[src/rtl/systolic_pkg.sv]
// Shared types and default sizing for the systolic array sequencer.
`timescale 1ns/1ps
package systolic_pkg;

  typedef enum logic [1:0] {
    IDLE   = 2'd0,
    STREAM = 2'd1,
    FLUSH  = 2'd2,
    DONE   = 2'd3
  } state_t;

  localparam int WIDTH_DEF = 8;
  localparam int DEPTH_DEF = 16;
  localparam int LEN_W_DEF = 4;
  localparam int PERF_W    = 16;

endpackage

[src/rtl/systolic_tag_pipe.sv]
// Enable-gated shift register that marks which array slots hold real vectors.
`timescale 1ns/1ps
module systolic_tag_pipe #(
  parameter int DEPTH = 16
) (
  input  logic             clk,
  input  logic             rst,
  input  logic             en,
  input  logic             in_bit,
  output logic [DEPTH-1:0] tags,
  output logic             tail
);

  always_ff @(posedge clk or posedge rst) begin
    if (rst) begin
      tags <= '0;
    end else if (en) begin
      tags <= {tags[DEPTH-2:0], in_bit};
    end
  end

  assign tail = tags[DEPTH-1];

endmodule

[src/rtl/systolic_seq_ctrl.sv]
// Sequencer streaming command-sized bursts through the systolic shift array.
// Optional stall counter enabled by defining SYSTOLIC_SEQ_PERF_EN.
`timescale 1ns/1ps
module systolic_seq_ctrl
  import systolic_pkg::*;
#(
  parameter int WIDTH = WIDTH_DEF,
  parameter int DEPTH = DEPTH_DEF,
  parameter int LEN_W = LEN_W_DEF
) (
  input  logic              clk,
  input  logic              rst,
  input  logic              cmd_valid,
  output logic              cmd_ready,
  input  logic [LEN_W-1:0]  cmd_len,
  input  logic              in_valid,
  output logic              in_ready,
  input  logic [WIDTH-1:0]  in_data,
  output logic              arr_en,
  output logic [WIDTH-1:0]  arr_in,
  input  logic [WIDTH-1:0]  arr_out,
  output logic              out_valid,
  input  logic              out_ready,
  output logic [WIDTH-1:0]  out_data,
  output logic              busy,
  output logic              done,
  output logic [PERF_W-1:0] perf_stall
);

  state_t             state;
  state_t             state_nxt;
  logic [LEN_W-1:0]   remaining;
  logic [DEPTH-1:0]   tags;
  logic               tail;
  logic               adv_ok;
  logic               cmd_acc;
  logic               in_acc;
  logic               tag_in;

  systolic_tag_pipe #(.DEPTH(DEPTH)) u_tag_pipe (
    .clk    (clk),
    .rst    (rst),
    .en     (arr_en),
    .in_bit (tag_in),
    .tags   (tags),
    .tail   (tail)
  );

  // A real tail vector may only advance if the output slot is free or draining.
  assign adv_ok = !tail || !out_valid || out_ready;

  always_ff @(posedge clk or posedge rst) begin
    if (rst) begin
      state <= IDLE;
    end else begin
      state <= state_nxt;
    end
  end

  always_comb begin
    state_nxt = state;
    cmd_ready = 1'b0;
    in_ready  = 1'b0;
    arr_en    = 1'b0;
    arr_in    = '0;
    tag_in    = 1'b0;
    done      = 1'b0;
    cmd_acc   = 1'b0;
    in_acc    = 1'b0;
    case (state)
      IDLE: begin
        cmd_ready = 1'b1;
        if (cmd_valid) begin
          cmd_acc   = 1'b1;
          state_nxt = (cmd_len == '0) ? DONE : STREAM;
        end
      end
      STREAM: begin
        in_ready = adv_ok;
        if (in_valid && adv_ok) begin
          in_acc = 1'b1;
          arr_en = 1'b1;
          arr_in = in_data;
          tag_in = 1'b1;
          if (remaining == LEN_W'(1)) begin
            state_nxt = FLUSH;
          end
        end
      end
      FLUSH: begin
        arr_en = adv_ok && (|tags);
        if ((tags == '0) && !out_valid) begin
          state_nxt = DONE;
        end
      end
      DONE: begin
        done      = 1'b1;
        state_nxt = IDLE;
      end
      default: state_nxt = IDLE;
    endcase
  end

  always_ff @(posedge clk or posedge rst) begin
    if (rst) begin
      remaining <= '0;
    end else if (cmd_acc) begin
      remaining <= cmd_len;
    end else if (in_acc) begin
      remaining <= remaining - LEN_W'(1);
    end
  end

  // Capture wins over pop so a simultaneous accept-and-refill keeps the slot full.
  always_ff @(posedge clk or posedge rst) begin
    if (rst) begin
      out_valid <= 1'b0;
      out_data  <= '0;
    end else if (arr_en && tail) begin
      out_valid <= 1'b1;
      out_data  <= arr_out;
    end else if (out_valid && out_ready) begin
      out_valid <= 1'b0;
    end
  end

  assign busy = (state != IDLE);

`ifdef SYSTOLIC_SEQ_PERF_EN
  logic [PERF_W-1:0] stall_cnt;

  always_ff @(posedge clk or posedge rst) begin
    if (rst) begin
      stall_cnt <= '0;
    end else if (cmd_acc) begin
      stall_cnt <= '0;
    end else if (((state == STREAM) || (state == FLUSH)) && !arr_en && (stall_cnt != '1)) begin
      stall_cnt <= stall_cnt + PERF_W'(1);
    end
  end

  assign perf_stall = stall_cnt;
`else
  assign perf_stall = '0;
`endif

endmodule
[config.mk]
export PLATFORM = sky130hd
export DESIGN_NAME = systolic_seq_ctrl
export DESIGN_NICKNAME = d
export VERILOG_FILES = /design/src/rtl/systolic_pkg.sv /design/src/rtl/systolic_tag_pipe.sv /design/src/rtl/systolic_seq_ctrl.sv
export SDC_FILE = /design/constraint.sdc
export NUM_CORES = 1
export LEC_CHECK = 0
export CAP_MARGIN = 0
export CORE_MARGIN = 1
export CORE_UTILIZATION = 40
export DETAILED_ROUTE_END_ITERATION = 8
export HOLD_SLACK_MARGIN = 0.15
export MAX_ROUTING_LAYER = met4
export PLACE_DENSITY_LB_ADDON = 0.2
export SLEW_MARGIN = 20
export SYNTH_ARGS = -nofsm -noshare
export SYNTH_HDL_FRONTEND = slang
export SYNTH_SLANG_ARGS = --single-unit
[constraint.sdc]
create_clock -name clk -period 2.4 [get_ports clk]
set_clock_uncertainty 0.05 [all_clocks]
set_input_delay 0.72 -clock clk [delete_from_list [all_inputs] [get_ports clk]]
set_output_delay 0.72 -clock clk [all_outputs]
set_load 0.005 [all_outputs]
==> results.md, run 1 <==
* Outcome: finished with violations
* Failing checks: negative setup slack
* Inserted Clock Buffers at 5
* # IOs at 63
* DR pass1 iterations at 4
* Power per cell area at 1008 nW/um^2
* Most frequent cells in the layout: clkdlybuf4s50_1, dfrtp_1, buf_4
* RSZ-0062 raised after global routing: yes
* Fin util at between 60% and 70%
* Post-synthesis sequential area ratio at a little under half
* Min Hold Slack at 454.5 ps
* # DRC at 0
* Final period util at 110.6%
* ANT nets after route at 0
* Crit path launch type: flip-flop
* Area after DPL at around 2300 sq um
* Worst setup EP type: output port
* Lkg Pwr at about 1.2 nW
* First-pass GRT wire length at 6.092 mm
* Root Buffer: clkbuf_8
* Min cycle time layout at around 2700 ps
* DRT iter0 DRCs at 30
* Mapped Area at 1678 sq um
* Synth top area share at between 40% and 50%
* Die height at 66.77 um
* Area grow syn2layout at 47.50%
* Post-synth top area cell: dfrtp_1
* Sink Count at 31
* Unique masters post-synth at 30
* Syn Area/Cell at approximately 12 sq um
* Share of cells above drive strength 1 at approximately two fifths
* Initial antenna violation count at 0
* Crit Path Category: flip-flop to output port
* Die ar. at between 4000 and 5000 sq um
* Vias at about 1300
* Synthesis Warnings at 0
* Congestion Overflow GR at 0
* Final instance area at around 2500 sq um
* Crit path max fanout at 2
* Hold Buf Count CTS at 0
* #FFs+latches synth at 31
* Port bufs at between 40 and 50
* Worst endpoint data arrival time at 1880 ps
* Die W at roughly 67 um
* CTS tree: done
* Largest net degree at the start of global routing at 32
* TNS Setup at -254.6 ps
* Routed wire length at roughly 3.8 mm
* Peak Freq at around 380 MHz
* Critical Path Slowest Stage Cell: or4_4
* Worst path required time at about 1600 ps
* Hpwl dp at ~2.7 mm
* CORE AREA at approximately 4000 sq um
* Max incr delay on CP at between 500 and 600 ps
* Via density at ~4.7
* Final worst slack at -254.6 ps
* WL/cell at 13.64 um
* Hold Crit Class: flip-flop to flip-flop
* Commonest non-fill, non-tap cell in the layout: clkdlybuf4s50_1
* Number of synthesized flops with an enable pin at 0
* CTS HTree Levels at 2
* ANT cells at 0
* # rows at 23
* Initial Utilization at a little over two fifths
* # setup viols final at 1
* Final hold vios at 0
* Clock Tree Buf Depth at 2
* Fin. max-slew vios at 0
* Total GRT Usage at a little under a fifth
* Post-synthesis async set-or-reset flop share at 100.0%
* CP Cell Sequence: or4_4 -> o41ai_4 -> o21ai_4 -> buf_2
* Worst-Skew Late Latency at 270 ps
* # nets final at ~260
* Post-synth top flop: dfrtp_1
* Routability cong. at 0.8447
* Synth top area cells: dfrtp_1, mux2_2, mux2_4
* Max Cap Viol at 0
* Cells after synthesis at roughly 140
* Clock-pin slew on the worst setup and hold paths at 60 ps
* Max IR drop VDD at approximately 0.00044 V
* Vias in the first global route at roughly 1400
==> synthesized netlist by cell type (2+ instances only) <==
cell,count
dfrtp_1,31
buf_4,16
mux2_2,15
mux2_4,9
and3_1,8
inv_1,7
nand2_1,7
ha_1,6
nor2_1,5
o21ai_0,5
or4_1,5
a21oi_1,4
nand3_1,3
and2_1,2
clkbuf_1,2
xor2_1,2
==> power by group <==
| group | leakage [nW] | switching [mW] | internal (mW) |
|---|---|---|---|
| registers | 0.384 | 0.0984 | 0.684 |
| clock network | 0.0470 | 0.174 | 0.224 |
| logic | 0.776 | 0.551 | 0.764 |
| total | 1.21 | 0.824 | 1.67 |
==> stage by stage <==
stage | setup slack, ps | instances | power, mW
after detailed placement | -580.3 | 260 | 2.030
final | -254.6 | 276 | 2.495
after global routing | -329.7 | 276 | 2.658
after global placement | -549.4 | 260 | 1.985
after CTS | -263.8 | 275 | 2.456
after floorplan | -74.76 | 156 | 1.535
==> sequential cells by signal, indices dropped and copies added (netlist names) <==
register         count
state                2
u_tag_pipe.tags     16
out_valid            1
out_data             8
remaining            4
==> timing repair <==
action                     CTS  global route
gates resized for setup     49             6
setup endpoints to repair   11            13
buffers inserted             7             3
cloned                       1             0
pin swaps                    4             3
==> cells by family (layout without fill, tap and decap cells) <==
logic type	after synthesis	in the layout	synth area share, %
AO/OA/AOI/OAI	15	15	7.458
XOR/XNOR	3	3	1.566
adder cells (fa/ha/maj)	6	6	4.474
buffers and inverters	26	96	9.844
flip-flops	31	31	46.23
multiplexers	25	25	18.72
other	1	16	0.2235
AND/OR/NAND/NOR	34	34	11.48
==> worst max-delay path, delay by kind of cell (launching register included) <==
| kind | cells | cell delay [ps] |
|---|---|---|
| AOI/OAI and AO/OA | 2 | 540 |
| buffers and inverters | 1 | 130 |
| DFF | 1 | 390 |
| and+or+nand+nor | 1 | 560 |
==> cell type report <==
type                       instances  area (sq um)
inverter                           7         26.28
sequential                        31         775.7
clock buffer                       6         82.58
timing repair buffer              82         695.7
multi-input combinational         99         827.0
clock inverter                     1         5.005
tap                               50         62.56
fill                             332          1525
==> path summary, 6_finish.rpt <==
path                                                   end  cells after the start                            start  slack (ps)
max reg2reg                        out_data[1]$_DFFE_PP0P_                      7  u_tag_pipe.tags[11]$_DFFE_PP0P_          30
min in group asynchronous  u_tag_pipe.tags[15]$_DFFE_PP0P_                      3                              rst         780
min                                out_data[5]$_DFFE_PP0P_                      1          out_data[5]$_DFFE_PP0P_         450
max in group asynchronous  u_tag_pipe.tags[12]$_DFFE_PP0P_                      3                              rst        1240
min reg2reg                        out_data[5]$_DFFE_PP0P_                      1          out_data[5]$_DFFE_PP0P_         450
max                                                 arr_en                      4  u_tag_pipe.tags[11]$_DFFE_PP0P_        -250
==> metal layers <==
metal	track usage (%)	part of all wire (%)
met5	-	0
met4	5.053	0
met2	32.32	52
met1	21.27	43
met3	4.966	4.9
Note: power is estimated with default switching activity, not from simulation.
==> inputs of run 2 (changes only) <==
--- a/config.mk
+++ b/config.mk
@@ -15,4 +15,5 @@
 export SLEW_MARGIN = 20
 export SYNTH_ARGS = -nofsm -noshare
 export SYNTH_HDL_FRONTEND = slang
+export SYNTH_HIERARCHICAL = 1
 export SYNTH_SLANG_ARGS = --single-unit
==> run 2 against run 1 <==
  * The flow now finishes without violations
  * Critical path depth up 1
  * Clock-buffer cell count unchanged
  * Non-clock buffer count down 11
  * Sequential share of layout area about the same
  * Critical endpoint unchanged
  * Highest routed layer is now met4
==> results.md, run 2 <==
* Worst path required time at approximately 1600 ps
* Worst hold path startpoint: out_data[5]$_DFFE_PP0P_
* Pin slew with the least headroom to its limit at around 600 ps
* Worst slew margin at between 60 and 70%
* Max reg flops at 16
* Die W at roughly 67 um
* Routability cong. at ~0.85
* CTS HTree Levels at 2
* Area grow syn2layout at 46.27%
* Largest net degree at the start of global routing at 17
* Die ar. at 4496 sq um
* ANT nets after route at 0
* Lkg Pwr at 1.164 nW
* Post-synthesis async set-or-reset flop share at 100.0%
* Critical Path Slowest Stage Cell: a211oi_4
* Power, Total at 2.349 mW
* Final period util at between 90% and 100%
* Worst-Skew Late Latency at just under 300 ps
* Port bufs at 46
* Most frequent cells in the layout: clkdlybuf4s50_1, dfrtp_1, buf_4
* Post-synth top area cell: dfrtp_1
* DR pass1 iterations at 4
* Clock-pin slew on the worst setup and hold paths at approximately 70 ps
* Inserted Clock Buffers at 5
* Synthesis Warnings at 6
* Min cycle time layout at 2396 ps
* Hold Crit Class: flip-flop to flip-flop
* CORE AREA at about 4000 sq um
* Final instance area at around 2500 sq um
* Outcome: finished clean
* Synth top area share at a little under half
* ANT cells at 0
* Max IR drop VDD at 0.0006538 V
* Vias in the first global route at around 1200
* # rows at 23
* Largest regs: u_tag_pipe/tags (16), out_data (8), remaining (4)
* Worst endpoint data arrival time at approximately 1600 ps
* Sink Count at 31
* Crit Path Category: input pin to output port
* Area after DPL at roughly 2200 sq um
* WL/cell at 13.78 um
* Worst r2r path cells at 8
* Number of synthesized flops with an enable pin at 0
* Count leader, synth: dfrtp_1
* Hpwl dp at 2.639 mm
* Crit path max fanout at 3
* # setup viols final at 0
* Reg-to-reg slack, setup at approximately 300 ps
* CP Cell Sequence: dlygate4sd2_1 -> nand2_4 -> buf_6 -> a211oi_4 -> buf_2
* # DRC at 0
* Unique masters post-synth at 31
* Peak Freq at between 400 and 500 MHz
* Max Cap Viol at 0
* Max incr delay on CP at approximately 270 ps
* Total GRT Usage at a little under a fifth
* WHS Endpoint: out_data[5]$_DFFE_PP0P_
* Syn Area/Cell at roughly 12 sq um
* Via density at around 4.7
* RSZ-0062 raised after global routing: yes
* Post-synthesis sequential area ratio at 45.82%
* Vias at between 1000 and 1500
* Mapped Area at around 1700 sq um
* CTS tree: done
* Post-synth top flop: dfrtp_1
* Worst setup EP type: output port
* Min-Delay Path Depth at 1
* Routed wire length at ~3.6 mm
* Commonest non-fill, non-tap cell in the layout: clkdlybuf4s50_1
* Die height at ~67 um
* Root Buffer: clkbuf_8
* Initial Utilization at 42.02%
* Clock Tree Buf Depth at 2
* Critical R2R Capture: u_tag_pipe/tags[3]$_DFFE_PP0P_
* Share of cells above drive strength 1 at 39.44%
* Leading cell types by count after synthesis: dfrtp_1, buf_4, mux2_2, inv_1, mux2_4
* Cells after synthesis at 140
* Power per cell area at 948.5 nW/um^2
* # IOs at between 60 and 70
* Largest Register: u_tag_pipe/tags
* Reg2reg start: state[0]$_DFFE_PP0P_
* Final hold vios at 0
* Synth top area cells: dfrtp_1, mux2_2, mux2_4
* #FFs+latches synth at 31
* Congestion Overflow GR at 0
* Crit path launch type: input pin
* # nets final at between 200 and 250
* Fin. max-slew vios at 0
* First-pass GRT wire length at around 5.8 mm
* Initial antenna violation count at 0
* DRT iter0 DRCs at 45
run 2: power breakdown:
| part | switching, mW | total, mW | internal (mW) |
|---|---|---|---|
| Sequential | 0.0844 | 0.712 | 0.628 |
| Combinational | 0.462 | 1.09 | 0.633 |
| Clock | 0.206 | 0.542 | 0.336 |
run 2: routing by layer:
metal  vias to the layer above  track usage, %  part of all wire, %
li1                        583               -                    -
met1                       602           21.54                   42
met2                        32           28.50                   52
met3                         8           5.479                  4.4
met4                         0           7.181                  1.7
met5                         -               -                    0
run 2: worst max-delay path: cells and delay by family:
| family | cells | cell delay (ps) |
|---|---|---|
| buffers and inverters | 3 | 550 |
| AO/OA/AOI/OAI | 1 | 270 |
| AND/OR/NAND/NOR | 1 | 80 |
run 2: cells by family after synthesis:
group,count (synthesis),share of synthesized area [%]
DFF,31,45.82
buffers and inverters,31,12.27
and+or+nand+nor,30,10.50
other,1,0.2215
adders and majority gates,6,4.434
AOI/OAI and AO/OA,11,5.174
xor gates and xnor gates,3,1.552
muxes,27,20.03
run 2: final cells by class:
cell class,instances,area [sq um]
clock buffers,6,82.58
clock inverters,2,35.03
repair buffers,71,650.6
flip-flops and latches,31,775.7
multi-input cells,93,832.0
inverters,10,37.54
fillers,327,1553
well taps,50,62.56
run 2: repair_timing:
item / in CTS / in global routing
hold buffers: 0 / 0
cloned: 1 / 0
setup endpoints to repair: 11 / 10
resized for setup: 68 / 5
pin swaps: 4 / 2
endpoints found under the hold margin: 0 / 0
setup buffers: 8 / 1
run 2: how the worst max path moves through the flow:
stage                         start        end  slack [ps]
2_1_floorplan             out_ready  arr_in[0]          80
3_3_place_gp              out_ready  arr_in[2]        -700
3_5_place_dp              out_ready  arr_in[1]        -730
4_1_cts        state[0]$_DFFE_PP0P_     arr_en         -10
5_1_grt        state[0]$_DFFE_PP0P_     arr_en         -50
6_report                   in_valid     arr_en           4
run 2: through the flow:
step	hold slack, ps	instances	setup TNS, ps	utilization [%]	worst slack [ps]
2_1_floorplan	447.9	155	0	-	79.30
3_3_place_gp	440.3	247	-10840	55.78	-696.5
3_5_place_dp	448.7	247	-11520	55.78	-729.3
4_1_cts	463.9	263	-10.66	60.96	-10.66
5_1_grt	479.4	263	-143.4	61.46	-51.72
6_report	456.5	263	0	61.46	3.670
==> inputs of run 3 (changes only) <==
--- a/config.mk
+++ b/config.mk
@@ -5,9 +5,9 @@
 export SDC_FILE = /design/constraint.sdc
 export NUM_CORES = 1
 export LEC_CHECK = 0
-export CAP_MARGIN = 0
 export CORE_MARGIN = 1
-export CORE_UTILIZATION = 40
+export CORE_UTILIZATION = 41
+export CTS_BUF_LIST = sky130_fd_sc_hd__clkbuf_8
 export DETAILED_ROUTE_END_ITERATION = 8
 export HOLD_SLACK_MARGIN = 0.15
 export MAX_ROUTING_LAYER = met4
==> run 3 against run 2 <==
  * The run now ends with negative setup slack left
  * Sequential power about the same
  * Flip-flop and latch count unchanged
  * Cell area decreased by 2.2%
  * Sequential share of layout area increased by 0.71 points
  * Worst setup slack got worse by 6.3 ps
  * Total power decreased by 0.23%
  * Combinational power about the same
  * Die area decreased by 2.4%
  * Cell count decreased by 2.3%
==> results.md, run 3 (synthesis results as in run 2) <==
* Outcome: finished with violations
* Failing checks: negative setup slack
* Worst-Skew Late Latency at about 290 ps
* RSZ-0062 raised after global routing: yes
* First-pass GRT wire length at between 5 and 6 mm
* TNS Setup at -2.600 ps
* Port bufs at 46
* Global routing usage on met2 at between 30 and 40%
* Routability cong. at around 0.81
* # IOs at between 60 and 70
* Hold Buf Count CTS at 0
* # setup viols final at 1
* Crit path max fanout at 4
* Die W at 66.26 um
* Worst path required time at 1630 ps
* GRT busiest layer: met2
* Most frequent cells in the layout: clkdlybuf4s50_1, dfrtp_1, buf_4
* Min cycle time layout at approximately 2400 ps
* Commonest non-fill, non-tap cell in the layout: clkdlybuf4s50_1
* Routed wire length at roughly 3.7 mm
* Sink Count at 31
* Root Buffer: clkbuf_8
* Final hold vios at 0
* Share of cells above drive strength 1 at a little under two fifths
* Met3 GRT Util at 4.483%
* CORE AREA at 3799 sq um
* DR pass1 iterations at 4
* Final instance area at approximately 2400 sq um
* Worst setup EP type: output port
* CTS HTree Levels at 2
* Total GRT Usage at 18.92%
* Max Cap Viol at 0
* Die ar. at approximately 4400 sq um
* Initial antenna violation count at 0
* Peak Freq at around 420 MHz
* # nets final at around 240
* Max IR drop VDD at slightly below 0.0007 V
* Power, Total at roughly 2.3 mW
* Hold Crit Class: flip-flop to flip-flop
* Fin util at a little under two thirds
* Area after DPL at around 2200 sq um
* Hpwl dp at 2.611 mm
* Worst slew margin at ~60%
* # rows at 22
* Pin slew with the least headroom to its limit at 602.9 ps
* Largest Register: u_tag_pipe/tags
* Clock-pin slew on the worst setup and hold paths at roughly 70 ps
* Largest net degree at the start of global routing at 17
* WL/cell at between 10 and 15 um
* CTS tree: done
* Largest regs: u_tag_pipe/tags (16), out_data (8), remaining (4)
* Inserted Clock Buffers at 5
* Vias in the first global route at 1297
* Crit path launch type: flip-flop
* Clock Tree Buf Depth at 2
* Crit Path Category: flip-flop to output port
* # DRC at 0
* Initial Utilization at around 45%
* Worst endpoint data arrival time at 1630 ps
* Via density at 4.704
* ANT nets after route at 0
* Die height at 66.26 um
* DRT iter0 DRCs at 100
* Fin. max-slew vios at 0
* ANT cells at 0
* Final worst slack at -2.600 ps
* Power per cell area at around 970 nW/um^2
* Lkg Pwr at 1.132 nW
* Area grow syn2layout at 43.02%
* Min Hold Slack at between 400 and 500 ps
* Met1 usage at 22.09%
* Congestion Overflow GR at 0
* Final period util at 100.1%
* Max reg flops at 16
* Vias at ~1200
-- run 3: path summary, 6_finish.rpt --
| path | end | cells after the start | from | slack [ps] |
|---|---|---|---|---|
| max in group asynchronous | out_data[0]$_DFFE_PP0P_ | 2 | rst | 1130 |
| max | arr_en | 6 | state[0]$_DFFE_PP0P_ | -3 |
| min reg2reg | out_data[1]$_DFFE_PP0P_ | 1 | out_data[1]$_DFFE_PP0P_ | 460 |
| min | out_data[1]$_DFFE_PP0P_ | 1 | out_data[1]$_DFFE_PP0P_ | 460 |
| min in group asynchronous | u_tag_pipe/tags[15]$_DFFE_PP0P_ | 2 | rst | 780 |
| max reg2reg | u_tag_pipe/tags[3]$_DFFE_PP0P_ | 8 | state[0]$_DFFE_PP0P_ | 270 |
-- run 3: layout make-up --
type / count / area (sq um)
Clock inverter: 2 / 35.03
Multi-Input combinational cell: 93 / 838.3
Fill cell: 309 / 1378
Timing Repair Buffer: 67 / 591.8
Sequential cell: 31 / 775.7
Tap cell: 48 / 60.06
Clock buffer: 6 / 82.58
Inverter: 10 / 37.54
-- run 3: worst max-delay path: stages (launching register included) --
cell and delay [ps]:
dfrtp_1 390, inv_2 90, ha_4 140, inv_2 40, a41o_4 260, a211oi_4 260, buf_2 160
-- run 3: stage by stage --
stage,worst slack (ps),std cells
3_3_place_gp,-704.4,241
3_5_place_dp,-729.3,241
4_1_cts,2.546,254
2_1_floorplan,79.30,155
6_report,-2.600,257
5_1_grt,-39.14,257
-- run 3: layer usage --
metal  share of wire [%]  up-vias
met5                   0        -
met4                 1.7        0
met3                 3.7        7
met2                  52       33
met1                  43      594
li1                    -      575
-- run 3: power breakdown --
part / internal, mW / switching (mW)
clock network: 0.336 / 0.201
logic: 0.619 / 0.474
registers: 0.628 / 0.0870
-- run 3: repair_timing --
item,in CTS,in global routing
setup buffers,4,3
setup endpoints to repair,11,9
pin swaps,4,3
resized for setup,47,14
cloned,1,0
